[src/rtl/dec_to_bcd_encoder_if.sv]
// Bus between the decimal-line encoder and its consumer.
// The master side drives the active-low lines and the acknowledge;
// the slave side (the encoder) returns the registered BCD code and flags.
interface dec_to_bcd_encoder_if;
    logic [9:0] in_n;
    logic       ack;
    logic       a;
    logic       b;
    logic       c;
    logic       d;
    logic       valid;
    logic       multi;
    logic       ovr;

    modport master (
        output in_n, ack,
        input  a, b, c, d, valid, multi, ovr
    );

    modport slave (
        input  in_n, ack,
        output a, b, c, d, valid, multi, ovr
    );
endinterface

[src/rtl/dec_to_bcd_encoder.sv]
// 10-line to 4-bit BCD priority encoder (digit 9 highest) with per-line
// two-flop synchronisers, press/release debounce and a valid/ack handshake.
// Optional feature: define DEC_ENC_AUTOREPEAT_EN to re-raise the code every
// REPEAT_CYCLES cycles while a key stays held and the previous code was taken.
module dec_to_bcd_encoder #(
    parameter int DEBOUNCE_CYCLES = 16,
    parameter int REPEAT_CYCLES   = 64
) (
    input  logic                  clk,
    input  logic                  rst,
    dec_to_bcd_encoder_if.slave   bus
);
    localparam int            CW       = $clog2(DEBOUNCE_CYCLES + 1);
    localparam logic [CW-1:0] CNT_ONE  = CW'(1);
    localparam logic [CW-1:0] CNT_LAST = CW'(DEBOUNCE_CYCLES - 1);
    localparam bit            SINGLE   = (DEBOUNCE_CYCLES == 1);

    if (DEBOUNCE_CYCLES < 1 || REPEAT_CYCLES < 1) begin : g_bad_params
        $error("dec_to_bcd_encoder: DEBOUNCE_CYCLES and REPEAT_CYCLES must be >= 1");
    end

    typedef enum logic [1:0] {IDLE, QUAL, HOLD, RELEASE} state_t;

    state_t        state_q, state_d;
    logic [9:0]    sync1_q, sync2_q;
    logic [3:0]    cand_q, cand_d;
    logic [CW-1:0] cnt_q, cnt_d;
    logic [3:0]    code_q, code_d;
    logic          valid_q, valid_d;
    logic          multi_q, multi_d;
    logic          ovr_q, ovr_d;
    logic [3:0]    enc;
    logic          none;
    logic          many;

`ifdef DEC_ENC_AUTOREPEAT_EN
    localparam int            RW       = $clog2(REPEAT_CYCLES + 1);
    localparam logic [RW-1:0] RPT_ONE  = RW'(1);
    localparam logic [RW-1:0] RPT_LAST = RW'(REPEAT_CYCLES - 1);
    logic [RW-1:0] rpt_q, rpt_d;
`endif

    // Two-flop synchroniser on every line; idle (all ones) out of reset.
    always_ff @(posedge clk or posedge rst) begin
        if (rst) begin
            sync1_q <= '1;
            sync2_q <= '1;
        end else begin
            sync1_q <= bus.in_n;
            sync2_q <= sync1_q;
        end
    end

    // Priority encode the synchronised lines: the highest low line wins.
    always_comb begin
        enc  = 4'd0;
        none = 1'b1;
        for (int i = 0; i < 10; i++) begin
            if (!sync2_q[i]) begin
                enc  = 4'(i);
                none = 1'b0;
            end
        end
        many = ($countones(~sync2_q) > 1);
    end

    // Debounce FSM, handshake and code latching; a qualify beats a same-cycle ack.
    always_comb begin
        state_d = state_q;
        cand_d  = cand_q;
        cnt_d   = cnt_q;
        code_d  = code_q;
        valid_d = valid_q;
        multi_d = multi_q;
        ovr_d   = ovr_q;
`ifdef DEC_ENC_AUTOREPEAT_EN
        rpt_d   = '0;
`endif
        if (valid_q && bus.ack) begin
            valid_d = 1'b0;
            ovr_d   = 1'b0;
        end
        case (state_q)
            IDLE: begin
                if (!none) begin
                    if (SINGLE) begin
                        code_d  = enc;
                        multi_d = many;
                        valid_d = 1'b1;
                        ovr_d   = valid_q && !bus.ack;
                        state_d = HOLD;
                    end else begin
                        cand_d  = enc;
                        cnt_d   = CNT_ONE;
                        state_d = QUAL;
                    end
                end
            end
            QUAL: begin
                if (none) begin
                    state_d = IDLE;
                end else if (enc == cand_q) begin
                    if (cnt_q == CNT_LAST) begin
                        code_d  = cand_q;
                        multi_d = many;
                        valid_d = 1'b1;
                        ovr_d   = valid_q && !bus.ack;
                        state_d = HOLD;
                    end else begin
                        cnt_d = cnt_q + CNT_ONE;
                    end
                end else begin
                    cand_d = enc;
                    cnt_d  = CNT_ONE;
                end
            end
            HOLD: begin
                if (none) begin
                    if (SINGLE) begin
                        state_d = IDLE;
                    end else begin
                        cnt_d   = CNT_ONE;
                        state_d = RELEASE;
                    end
                end
`ifdef DEC_ENC_AUTOREPEAT_EN
                else if (!valid_q) begin
                    if (rpt_q == RPT_LAST) begin
                        valid_d = 1'b1;
                    end else begin
                        rpt_d = rpt_q + RPT_ONE;
                    end
                end
`endif
            end
            RELEASE: begin
                if (!none) begin
                    state_d = HOLD;
                end else if (cnt_q == CNT_LAST) begin
                    state_d = IDLE;
                end else begin
                    cnt_d = cnt_q + CNT_ONE;
                end
            end
            default: state_d = IDLE;
        endcase
    end

    // State and output registers; reset clears everything and drops any pending code.
    always_ff @(posedge clk or posedge rst) begin
        if (rst) begin
            state_q <= IDLE;
            cand_q  <= '0;
            cnt_q   <= '0;
            code_q  <= '0;
            valid_q <= 1'b0;
            multi_q <= 1'b0;
            ovr_q   <= 1'b0;
        end else begin
            state_q <= state_d;
            cand_q  <= cand_d;
            cnt_q   <= cnt_d;
            code_q  <= code_d;
            valid_q <= valid_d;
            multi_q <= multi_d;
            ovr_q   <= ovr_d;
        end
    end

`ifdef DEC_ENC_AUTOREPEAT_EN
    // Auto-repeat counter; only advances in HOLD while no code is pending.
    always_ff @(posedge clk or posedge rst) begin
        if (rst) begin
            rpt_q <= '0;
        end else begin
            rpt_q <= rpt_d;
        end
    end
`endif

    assign bus.a     = code_q[0];
    assign bus.b     = code_q[1];
    assign bus.c     = code_q[2];
    assign bus.d     = code_q[3];
    assign bus.valid = valid_q;
    assign bus.multi = multi_q;
    assign bus.ovr   = ovr_q;
endmodule

[src/flat_wrapper.sv]
// flat-port wrapper written by rule: the top's interface ports become plain ports
module dec_to_bcd_encoder_flat 
#(
    parameter int DEBOUNCE_CYCLES = 16,
    parameter int REPEAT_CYCLES   = 64
)
  (clk, rst, bus_in_n, bus_ack, bus_a, bus_b, bus_c, bus_d, bus_valid, bus_multi, bus_ovr);
  dec_to_bcd_encoder_if bus_i ();
  input  logic clk;
  input  logic rst;
  input wire logic [$bits(bus_i.in_n)-1:0] bus_in_n;
  input wire logic [$bits(bus_i.ack)-1:0] bus_ack;
  output wire logic [$bits(bus_i.a)-1:0] bus_a;
  output wire logic [$bits(bus_i.b)-1:0] bus_b;
  output wire logic [$bits(bus_i.c)-1:0] bus_c;
  output wire logic [$bits(bus_i.d)-1:0] bus_d;
  output wire logic [$bits(bus_i.valid)-1:0] bus_valid;
  output wire logic [$bits(bus_i.multi)-1:0] bus_multi;
  output wire logic [$bits(bus_i.ovr)-1:0] bus_ovr;
  assign bus_i.in_n = bus_in_n;
  assign bus_i.ack = bus_ack;
  assign bus_a = bus_i.a;
  assign bus_b = bus_i.b;
  assign bus_c = bus_i.c;
  assign bus_d = bus_i.d;
  assign bus_valid = bus_i.valid;
  assign bus_multi = bus_i.multi;
  assign bus_ovr = bus_i.ovr;
  dec_to_bcd_encoder #(.DEBOUNCE_CYCLES(DEBOUNCE_CYCLES), .REPEAT_CYCLES(REPEAT_CYCLES)) u_core (.clk(clk), .rst(rst), .bus(bus_i));
endmodule
[config.mk]
export PLATFORM = sky130hd
export DESIGN_NAME = dec_to_bcd_encoder_flat
export DESIGN_NICKNAME = d
export VERILOG_FILES = /design/src/rtl/dec_to_bcd_encoder_if.sv /design/src/rtl/dec_to_bcd_encoder.sv /design/src/flat_wrapper.sv
export SDC_FILE = /design/constraint.sdc
export NUM_CORES = 1
export LEC_CHECK = 0
export ABC_AREA = 1
export ABC_CLOCK_PERIOD_IN_PS = 7300
export BUFFER_PORTS_ARGS = -buffer_cell sky130_fd_sc_hd__buf_2
export CORE_MARGIN = 2
export CORE_UTILIZATION = 40
export DETAILED_ROUTE_END_ITERATION = 12
export PLACE_DENSITY_LB_ADDON = 0.1
export SLEW_MARGIN = 20
export SYNTH_ARGS = -nofsm -noshare
export SYNTH_HDL_FRONTEND = slang
export SYNTH_SLANG_ARGS = --single-unit
[constraint.sdc]
create_clock -name clk -period 7.3 [get_ports clk]
set_input_delay 0.365 -clock clk [delete_from_list [all_inputs] [get_ports clk]]
set_output_delay 0.365 -clock clk [all_outputs]
set_load 0.05 [all_outputs]
==> impl_metrics.json <==
{
  "crit_family": "adder cells",
  "worstSetupPathType": "reg2reg",
  "dp_hpwl_um": 2300,
  "die_h_um": 73.2,
  "area_growth_pct": 13.8,
  "antenna_cells": 0,
  "layout_commonest_cell": "nand2_1",
  "fin_worst_skew_ns": 0.00582,
  "pin_count": 20,
  "final_area_um2": 2180,
  "clk_latency_ns": 0.29,
  "cp_data_required_time_ns": 7.46,
  "grt_overflow": 0,
  "fillers": 463,
  "placed_cell_area_um2": 2090,
  "crit_buf_inv": 4,
  "syn_area_per_cell_um2": 9.48,
  "grt_usage_pct": 13.2,
  "fin_setup_tns_ns": 0,
  "r2r_end": "u_core.bus.multi$_DFFE_PP0P_",
  "slowest_delay_ns": 0.56,
  "final_cell_mix": "nand2_1 (52), inv_1 (34), dfstp_2 (20)",
  "ctsHoldBuffers": 0,
  "rsz0062_at_grt": "no",
  "hold_viol_final": 0,
  "leakagePower_uw": 0.00112,
  "numPortBuffers": 19,
  "critPathMaxFanout": 4,
  "period_share_pct": 46.0,
  "worstMarginPinSlew_ns": 0.457,
  "pre_cts_ws_ns": 3.93,
  "setup_viol": 0,
  "powerDensity_nw_per_um2": 268,
  "drtIter0Drc": 30,
  "r2r.worst_path.cells": 13,
  "yosys_warnings": 0,
  "antenna_found_initial": 0,
  "end_kind": "flop",
  "routed_wl_um": 3010,
  "ant_nets": 0,
  "placedCellCount": 276,
  "ys_ff_latch": 38,
  "slew_headroom_pct": 69.5,
  "core_um2": 4660,
  "crit_path_cell_trace": "inv_1 > ha_1 > inv_1 > fa_1 > fa_1 > inv_1 > fa_1 > inv_1 > fa_1 > nor2_1 > nand2_1 > a2111oi_0 > o21ai_0",
  "whs_ns": 0.167,
  "crit_path_top_delay_cell": "dfstp_2",
  "cts_sinks": 38,
  "drc_errors": 0,
  "ctsLongestPathBuffers": 2,
  "gp_congestion": 0.809,
  "max_freq_mhz": 298,
  "vdd_drop_max_uv": 143,
  "htreeDepth": 2,
  "hold_path.class": "in2async",
  "grt_pass1_wl_um": 5350,
  "drive_above_1_share_pct": 24.3,
  "fin_crit_ns": 3.36,
  "dieWidth_um": 73.2,
  "crit_cells": 13,
  "grt_max_degree": 39,
  "first_global_vias": 1268,
  "clock-root-buffer": "clkbuf_8",
  "drt_pass1_iterations": 4,
  "clk_pin_slew_ns": 0.08,
  "vias_per_cell": 4.50,
  "routedWlPerCell_um": 10.6,
  "rrSetupSlack_ns": 3.94,
  "cts_setup_buffers": 0,
  "layout.nets": 260,
  "syn_area_um2": 1920,
  "start_util_pct": 41.1,
  "cts_tree": "done",
  "yosysUniqueCellTypes": 29,
  "ys_seq_area_share_pct": 50.9,
  "outcome": "completed",
  "vias": 1277,
  "numCtsBuffers": 5,
  "worstPathArrival_ns": 3.52,
  "r2r_start": "u_core.sync2_q[5]$_DFF_PP1_",
  "cp-start-kind": "flop",
  "synth_nets": 233,
  "drv_slew": 0,
  "rows": 25,
  "post_cts_resized": 0,
  "drv_cap": 0,
  "final_cells": 284,
  "synth_cells": 202,
  "die-area_um2": 5360,
  "worst_slack_ns": 3.94
}
[per-layer routing]
metal  track usage (%)  part of all wire [%]
met1              15.7                    50
met2              21.5                    44
met3              5.39                   5.0
met4              4.94                  0.90
met5                 0                     0
[cell type report]
class                           count  area (um^2)  share of cell area (%)
Clock inverter                      2         12.5                   0.574
Timing Repair Buffer               20          103                    4.70
Sequential cell                    38          976                    44.8
Inverter                           36          135                    6.20
Clock buffer                        6         82.6                    3.79
Multi-Input combinational cell    128          805                    36.9
Tap cell                           54         67.6                    3.10
[stage by stage]
step	total power (uW)	utilization (%)
finish	584	46.8
global route	636	46.8
CTS	594	46.8
detailed placement	441	44.8
global placement	440	44.8
floorplan	403	-
[registers in the layout, summed over array words and instances, names as in the netlist, named ones only]
signal and flops:
u_core.sync2_q 10, u_core.sync1_q 10, u_core.cnt_q 5, u_core.bus.valid 1, u_core.code_q 4, u_core.state_q 1, u_core.bus.ovr 1, u_core.bus.multi 1
u_core.cand_q 4
[report_power, final]
group / switching, uW / internal [uW]
Combinational: 103 / 63.1
Clock: 72.6 / 75.8
Sequential: 25.6 / 244
Total: 201 / 383
[worst register-to-register path, delay by kind of cell, from the launching register on]
kind / cells / cell delay [ns]
AOI/OAI and AO/OA: 2 / 0.48
adders and majority gates: 5 / 1.78
buffers and inverters: 4 / 0.26
DFF: 1 / 0.56
and+or+nand+nor: 2 / 0.16
[logic make-up (layout without fill, tap and decap cells)]
| family | Yosys count | after routing | share of synthesized area [%] |
|---|---|---|---|
| compound gates | 21 | 21 | 5.94 |
| xor+xnor | 2 | 2 | 0.915 |
| fa+ha+maj | 18 | 18 | 14.1 |
| buf+inv | 36 | 64 | 7.05 |
| flops | 38 | 38 | 50.9 |
| mux | 1 | 1 | 0.523 |
| simple gates | 86 | 86 | 20.5 |
[how the worst max path moves through the flow]
stage,from,slack [ns],endpoint
global route,u_core.sync2_q[2]$_DFF_PP1_,3.64,u_core.bus.multi$_DFFE_PP0P_
detailed placement,u_core.sync2_q[5]$_DFF_PP1_,3.93,u_core.bus.multi$_DFFE_PP0P_
floorplan,u_core.sync2_q[2]$_DFF_PP1_,4.08,u_core.bus.multi$_DFFE_PP0P_
finish,u_core.sync2_q[5]$_DFF_PP1_,3.94,u_core.bus.multi$_DFFE_PP0P_
CTS,u_core.sync2_q[2]$_DFF_PP1_,3.92,u_core.bus.multi$_DFFE_PP0P_
global placement,u_core.sync2_q[2]$_DFF_PP1_,3.97,u_core.bus.multi$_DFFE_PP0P_
[cells in the mapped netlist]
master | count | area [um^2]
nand3_1 | 11 | 55.1
a21oi_1 | 3 | 15.0
nor2_4 | 1 | 11.3
xor2_1 | 2 | 17.5
nor4_1 | 1 | 6.26
dfrtp_1 | 18 | 450
nand3_2 | 1 | 10.0
nand2_1 | 52 | 195
nand2_4 | 1 | 11.3
nand3b_1 | 1 | 7.51
mux2i_1 | 1 | 10.0
o21ai_0 | 6 | 30.0
o21ai_1 | 8 | 40.0
or2_0 | 1 | 6.26
a2111oi_0 | 1 | 8.76
nand2_2 | 1 | 6.26
nor2_1 | 9 | 33.8
or2_2 | 1 | 6.26
nand4_1 | 4 | 25.0
a31oi_1 | 2 | 12.5
a21boi_0 | 1 | 7.51
inv_2 | 1 | 3.75
fa_1 | 6 | 120
ha_1 | 12 | 150
clkinv_1 | 1 | 3.75
dfstp_2 | 20 | 526
inv_1 | 34 | 128
nor4_2 | 1 | 12.5
nor2_2 | 1 | 6.26
Power figures use the tool's default switching activity.
